[config.mk]
export PLATFORM = sky130hd
export DESIGN_NAME = moore_ssm_sched
export DESIGN_NICKNAME = d
export VERILOG_FILES = /design/src/rtl/moore_ssm_sched.sv
export SDC_FILE = /design/constraint.sdc
export NUM_CORES = 1
export LEC_CHECK = 0
export ABC_AREA = 1
export ABC_CLOCK_PERIOD_IN_PS = 1420
export CAP_MARGIN = 20
export CORE_UTILIZATION = 45
export CTS_BUF_LIST = sky130_fd_sc_hd__clkbuf_16
export CTS_CLUSTER_DIAMETER = 120
export DETAILED_ROUTE_END_ITERATION = 10
export PLACE_DENSITY = 0.73
export SYNTH_ARGS = -nofsm -noshare
export SYNTH_HDL_FRONTEND = slang
export SYNTH_SLANG_ARGS = --single-unit
[constraint.sdc]
create_clock -name clk -period 1.42 [get_ports clk]
set_clock_uncertainty 0.1 [all_clocks]
set_input_delay 0.355 -clock clk [delete_from_list [all_inputs] [get_ports clk]]
set_output_delay 0.355 -clock clk [all_outputs]
set_load 0.01 [all_outputs]
[src/rtl/moore_ssm_sched.sv]
// Two-requester round-robin scheduler: each granted word is scanned LSB-first through a 1101 Moore detector.
// Result follows grant by W+1 cycles; define SSM_STATE_CARRY_EN to keep detector state across words.
module moore_ssm_sched #(
  parameter int W  = 8,
  parameter int CW = 4
) (
  input  logic          clk,
  input  logic          rst,
  input  logic          req0_valid,
  input  logic [W-1:0]  req0_data,
  input  logic          req1_valid,
  input  logic [W-1:0]  req1_data,
  output logic          req0_ready,
  output logic          req1_ready,
  output logic          busy,
  output logic          res_valid,
  output logic          res_id,
  output logic [CW-1:0] res_hits
);
  localparam int NW = $clog2(W + 1);

  typedef enum logic [1:0] {IDLE, SHIFT, DONE} ctl_t;
  typedef enum logic [2:0] {A, B, C, D, E} det_t;

  ctl_t          ctl, ctl_nxt;
  det_t          det, det_nxt;
  logic [W-1:0]  sr;
  logic [CW-1:0] hits;
  logic [NW-1:0] cnt;
  logic          last_id;
  logic          cur_id;
  logic          gnt0, gnt1;
  logic          last_bit;

  // Grants only in IDLE; last_id resets to 1 so requester 0 wins the first tie.
  always_comb begin
    gnt0 = 1'b0;
    gnt1 = 1'b0;
    if (ctl == IDLE && !rst) begin
      if (req0_valid && req1_valid) begin
        gnt0 = last_id;
        gnt1 = !last_id;
      end else begin
        gnt0 = req0_valid;
        gnt1 = req1_valid;
      end
    end
  end

  assign last_bit = (cnt == NW'(W - 1));

  always_comb begin
    ctl_nxt = ctl;
    case (ctl)
      IDLE:    if (gnt0 || gnt1) ctl_nxt = SHIFT;
      SHIFT:   if (last_bit) ctl_nxt = DONE;
      DONE:    ctl_nxt = IDLE;
      default: ctl_nxt = IDLE;
    endcase
  end

  always_comb begin
    det_nxt = A;
    case (det)
      A:       det_nxt = sr[0] ? B : A;
      B:       det_nxt = sr[0] ? C : A;
      C:       det_nxt = sr[0] ? C : D;
      D:       det_nxt = sr[0] ? E : A;
      E:       det_nxt = sr[0] ? C : A;
      default: det_nxt = A;
    endcase
  end

  always_ff @(posedge clk or posedge rst) begin
    if (rst) begin
      ctl     <= IDLE;
      det     <= A;
      sr      <= '0;
      hits    <= '0;
      cnt     <= '0;
      last_id <= 1'b1;
      cur_id  <= 1'b0;
    end else begin
      ctl <= ctl_nxt;
      if (gnt0 || gnt1) begin
        sr      <= gnt0 ? req0_data : req1_data;
        hits    <= '0;
        cnt     <= '0;
        cur_id  <= gnt1;
        last_id <= gnt1;
`ifdef SSM_STATE_CARRY_EN
        det     <= det;
`else
        det     <= A;
`endif
      end else if (ctl == SHIFT) begin
        sr  <= sr >> 1;
        det <= det_nxt;
        cnt <= cnt + NW'(1);
        if (det_nxt == E) hits <= hits + CW'(1);
      end
    end
  end

  assign req0_ready = gnt0;
  assign req1_ready = gnt1;
  assign busy       = (ctl != IDLE);
  assign res_valid  = (ctl == DONE);
  assign res_id     = res_valid ? cur_id : 1'b0;
  assign res_hits   = res_valid ? hits : '0;

endmodule

## Word-level counts from Yosys, hierarchy flattened

Cells that the tools add are included.

- Output and inout bits: 9
- Logic and storage cells: 56
- Register bits: 23
- Bits of input ports: 20

- Add/subtract/negate cells: 2
- Multiplexer cells: 24
- Equal/unequal tests: 10
- Reductions and logical operators: 13

Operators by type and width:

| operator | number |
|---|---|
| 4-bit two-way mux | 6 |
| 8-bit two-way mux | 3 |
| 3-bit case mux with 4 select lines | 1 |
| 3-bit two-way mux | 3 |
| 4-bit by 1-bit adder with 4-bit output, second input constant | 2 |
| 1-bit two-way mux | 7 |
| 3-bit by 2-bit == test with 1-bit output, second input constant | 2 |
| 3-bit == test, second input constant | 2 |
| 2-bit two-way mux | 3 |
| 2-bit nonzero test | 3 |
| 4-bit by 3-bit == test with 1-bit output, second input constant | 1 |
| 2-bit case mux with 2 select lines | 1 |
| 2-bit AND reduction | 2 |
| 3-bit by 1-bit == test with 1-bit output, second input constant | 1 |
| 3-bit zero test | 1 |
| 2-bit by 1-bit == test with 1-bit output, second input constant | 1 |
| 2-bit == test, second input constant | 1 |
| 1-bit logical AND | 2 |
| 1-bit zero test | 2 |
| 2-bit zero test | 1 |
| 2-bit by 1-bit != test with 1-bit output, second input constant | 1 |
| 2-bit != test, second input constant | 1 |
| 2-bit OR reduction | 1 |
| 1-bit logical OR | 1 |

## Depth between registers and ports, before layout

- Word-level depth: 7
- Depth in mapped cells: 8
- Mapped depth without buffers: 8

## Worst setup path after synthesis

OpenSTA, ideal clock, no wires.

- Path type: input port to output port
- Start point: input port rst
- End point: output port req1_ready
- Arrival: 1.105 ns
- Path slack: -0.140 ns
- Data required time: 0.965 ns
- Cell stages on the path: 5
- Cells stage by stage: inv_2 nand3_1 nor2_1 o21ai_0 inv_1

- Word-level cells in the longest chain between the ends: 3

Ends and longest elaborated chain:

| element | line | RTL |
|---|---|---|
| start, declared | 8 | `input logic rst,` |
| 1-bit zero test (no source line) | - |  |
| 1-bit logical AND | 39 | `if (ctl == IDLE && !rst) begin` |
| 1-bit two-way mux | 39 |  |
| end, declared | 14 | `output logic req1_ready,` |

Every way passes these cells.

## Worst setup path after layout

- Start point: register ctl[1]
- End point: output port res_hits[3]

- Word-level cells in the longest chain between the ends: 2

Ends and longest elaborated chain:

| element | line | RTL |
|---|---|---|
| start, declared | 25 | `ctl_t ctl, ctl_nxt;` |
| start signal, assigned | 84 | `ctl <= ctl_nxt;` |
| 2-bit == test | 108 | `assign res_valid = (ctl == DONE);` |
| 4-bit two-way mux | 110 | `assign res_hits = res_valid ? hits : '0;` |
| end, declared | 18 | `output logic [CW-1:0] res_hits` |

Every way passes these cells.

==> results by group <==
Clock network
  • Maximum root-to-sink buffer count: 2
  • CTS Sinks: 23
  • CTS Buf Count: 3
  • Worst-Skew Late Latency: 260 ps
  • CTS Hold Bufs: 0
  • CTS tree: built
  • Clock tree root driver cell: clkbuf_16
  • Clock slew at reported path FFs: 60 ps
  • CTS H-tree depth: 1

Final layout
  • Antenna cells: 0
  • Final Cell Area: 2290 sq um
  • Share of cells above drive strength 1: 40.3%
  • Final nets: 271
  • Commonest non-fill, non-tap cells in the layout: nand2_1, inv_1, dfrtp_1, buf_4, buf_6
  • FILL cells: 174
  • Cell Count, Final, Fillers Out: 279
  • Area Overhead vs Synth: 70.3%
  • Most common cell after layout, fill and taps aside: nand2_1

STA
  • Max Clock Freq: 573 MHz
  • Setup Viol. Count Final: 29
  • Pins Over Slew Limit: 0
  • Tmin final: 1740 ps
  • Tightest Pin Transition: 368 ps
  • Final cycle utilization of the critical path: 123%
  • Unrepaired setup endpoints after global routing: yes
  • Final worst slack: -325 ps
  • Count of final hold-check violations: 0
  • Slew Limit Headroom: 75.4%

Floorplan
  • # IOs: 29
  • Die area: 3210 sq um
  • Die X: 56.7 microns
  • Core area: 2810 sq um
  • Initial core utilization: 48.0%
  • FP Rows: 19
  • Die height: 56.7 microns

Critical path
  • R2R Path Start: ctl[1]
  • R2R Setup Slk: -270 ps
  • Crit Path Class: reg2out
  • Worst-path fanout max: 5
  • Worst path arrival time: 1290 ps
  • Startpoint Class: flop
  • Worst r2r path cells: 10
  • Worst Setup End Kind: output port
  • Worst Setup SP: ctl[1]
  • R2r endpoint: sr[1]
  • Critical Path RT: 960 ps

GRT
  • Initial antenna violation count: 0
  • Met1 GRT Util: 27.1%
  • Met3 Use GR: 2.76%
  • Largest net degree at the start of global routing: 24
  • Total gr overflow: 0
  • Global-route wire length before repair: 6090 microns
  • Most Crowded Layer GR: met2
  • Vias in the first global route: 1416
  • Total track usage: 25.1%
  • Met2 track demand over resource: 48.5%

Logic synthesis
  • Synth Cell Area: 1350 sq um
  • Simple-Gate Fraction of Synth Area: 31.4%
  • Distinct cells, synth: 23
  • Seq/Total Area, Yosys: 42.8%
  • Post-synthesis adder-cell area fraction: 1.86%
  • Synth warnings: 0
  • Largest family of logic cells by synthesized area: simple AND/OR/NAND/NOR gates
  • FF+latch count, synth: 23
  • Post-synthesis average cell area: 7.48 sq um
  • Top post-synthesis cells by area: dfrtp_1, nand2_1, nand3_1, inv_1, o21ai_0
  • Post-synthesis mux area share: 0%
  • Post-synth top area share: 40.9%
  • Compound-Gate Fraction of Synth Area: 9.76%
  • Syn Inst Count: 180
  • Syn nets: 202
  • Largest area contributor in the synthesized netlist: dfrtp_1
  • Post-synthesis xor/xnor area fraction: 2.60%

Pwr
  • Total power divided by cell area: 1870 nW/um^2
  • PnR Total Power: 0.00429 W
  • Pleak: 1.16 nW
  • Worst VDD drop: 0.000889 V

Route
  • Final WL: 4590 microns
  • Drt first-iter violations: 75
  • Drt first pass iters: 7
  • Post-DRT Antenna Nets: 0
  • DR vias: 1522
  • Vias per std cell: 5.46
  • Drt wl/cell: 16.4 microns
  • DRC: 2

Run status
  • Failing checks: DRC, setup timing
  • Status: complete, but fails checks

Run
  • Max-cap viol count: 0

Placement
  • Placed Cells: 264
  • Detailed placer's ending HPWL: 2400 microns
  • Post-Place Cell Area: 1850 sq um
  • Routability Congestion: 0.780
  • # port buffers: 28

Worst hold path
  • Worst hold path class: in2async
## power by group
group | switching (W) | internal [W] | total (W)
Sequential | 0.000235 | 0.000938 | 0.00117
Combinational | 0.00140 | 0.00109 | 0.00250
Clock | 0.000243 | 0.000377 | 0.000619
Total | 0.00188 | 0.00241 | 0.00429
## final cells by class
| cell class | count | area, sq um | share of cell area [%] |
|---|---|---|---|
| clock buffers | 3 | 75.1 | 3.28 |
| well taps | 31 | 38.8 | 1.69 |
| inverters | 34 | 145 | 6.33 |
| clock inverters | 1 | 3.75 | 0.164 |
| repair buffers | 65 | 599 | 26.1 |
| flip-flops and latches | 23 | 577 | 25.2 |
| multi-input cells | 122 | 853 | 37.2 |
## registers in the layout, indices dropped and copies added, names as in the netlist
name / flops
ctl: 2
det: 3
hits: 4
cnt: 4
last_id: 1
sr: 8
cur_id: 1
## logic make-up (layout without fill, tap and decap cells)
logic type,count (synthesis),after routing
simple gates,93,94
buf+inv,37,103
flops,23,23
compound gates,21,22
xor+xnor,4,4
fa+ha+maj,2,2
## timing repair
item,CTS,global route
cloned,2,1
pin swaps,3,17
gates resized for setup,69,60
setup endpoints to repair,31,28
setup buffers,5,3
endpoints found under the hold margin,0,0
## worst max path at each step
| stage | endpoint | cells after the start | slack, ps |
|---|---|---|---|
| after floorplan | req1_ready | 5 | -2 |
| after global placement | req1_ready | 7 | -800 |
| after detailed placement | req1_ready | 7 | -900 |
| after CTS | res_id | 6 | -250 |
| after global routing | res_hits[3] | 6 | -400 |
| final | res_hits[3] | 6 | -320 |
## worst max-delay path: stages (launching register included)
cell	delay, ps
dfrtp_1	380
inv_2	90
buf_6	130
nor2_4	120
inv_4	70
nor2_2	100
buf_2	140
## through the flow
stage / TNS, ps / worst slack (ps) / utilization, % / hold WS (ps)
global route: -6260 / -397 / 81.7 / 311
detailed placement: -13440 / -905 / 66.0 / 370
CTS: -2200 / -252 / 72.8 / 272
finish: -4410 / -325 / 81.7 / 277
floorplan: -1.99 / -1.99 / - / 68.3
global placement: -12570 / -797 / 66.0 / 364
## cell usage after synthesis, drive strengths merged
cell type / number
buf: 3
nand2: 42
nand4: 1
dfrtp: 22
nor2: 18
nand3: 28
xor2: 3
o21ai: 19
nand3b: 1
xnor2: 1
dfstp: 1
a21oi: 2
nor3: 3
inv: 34
ha: 2
## routing by layer
metal	up-vias	part of all wire [%]
li1	706	-
met1	735	39
met2	59	53
met3	22	3.6
met4	0	5.0
met5	-	0
(Power assumes the default switching activity.)
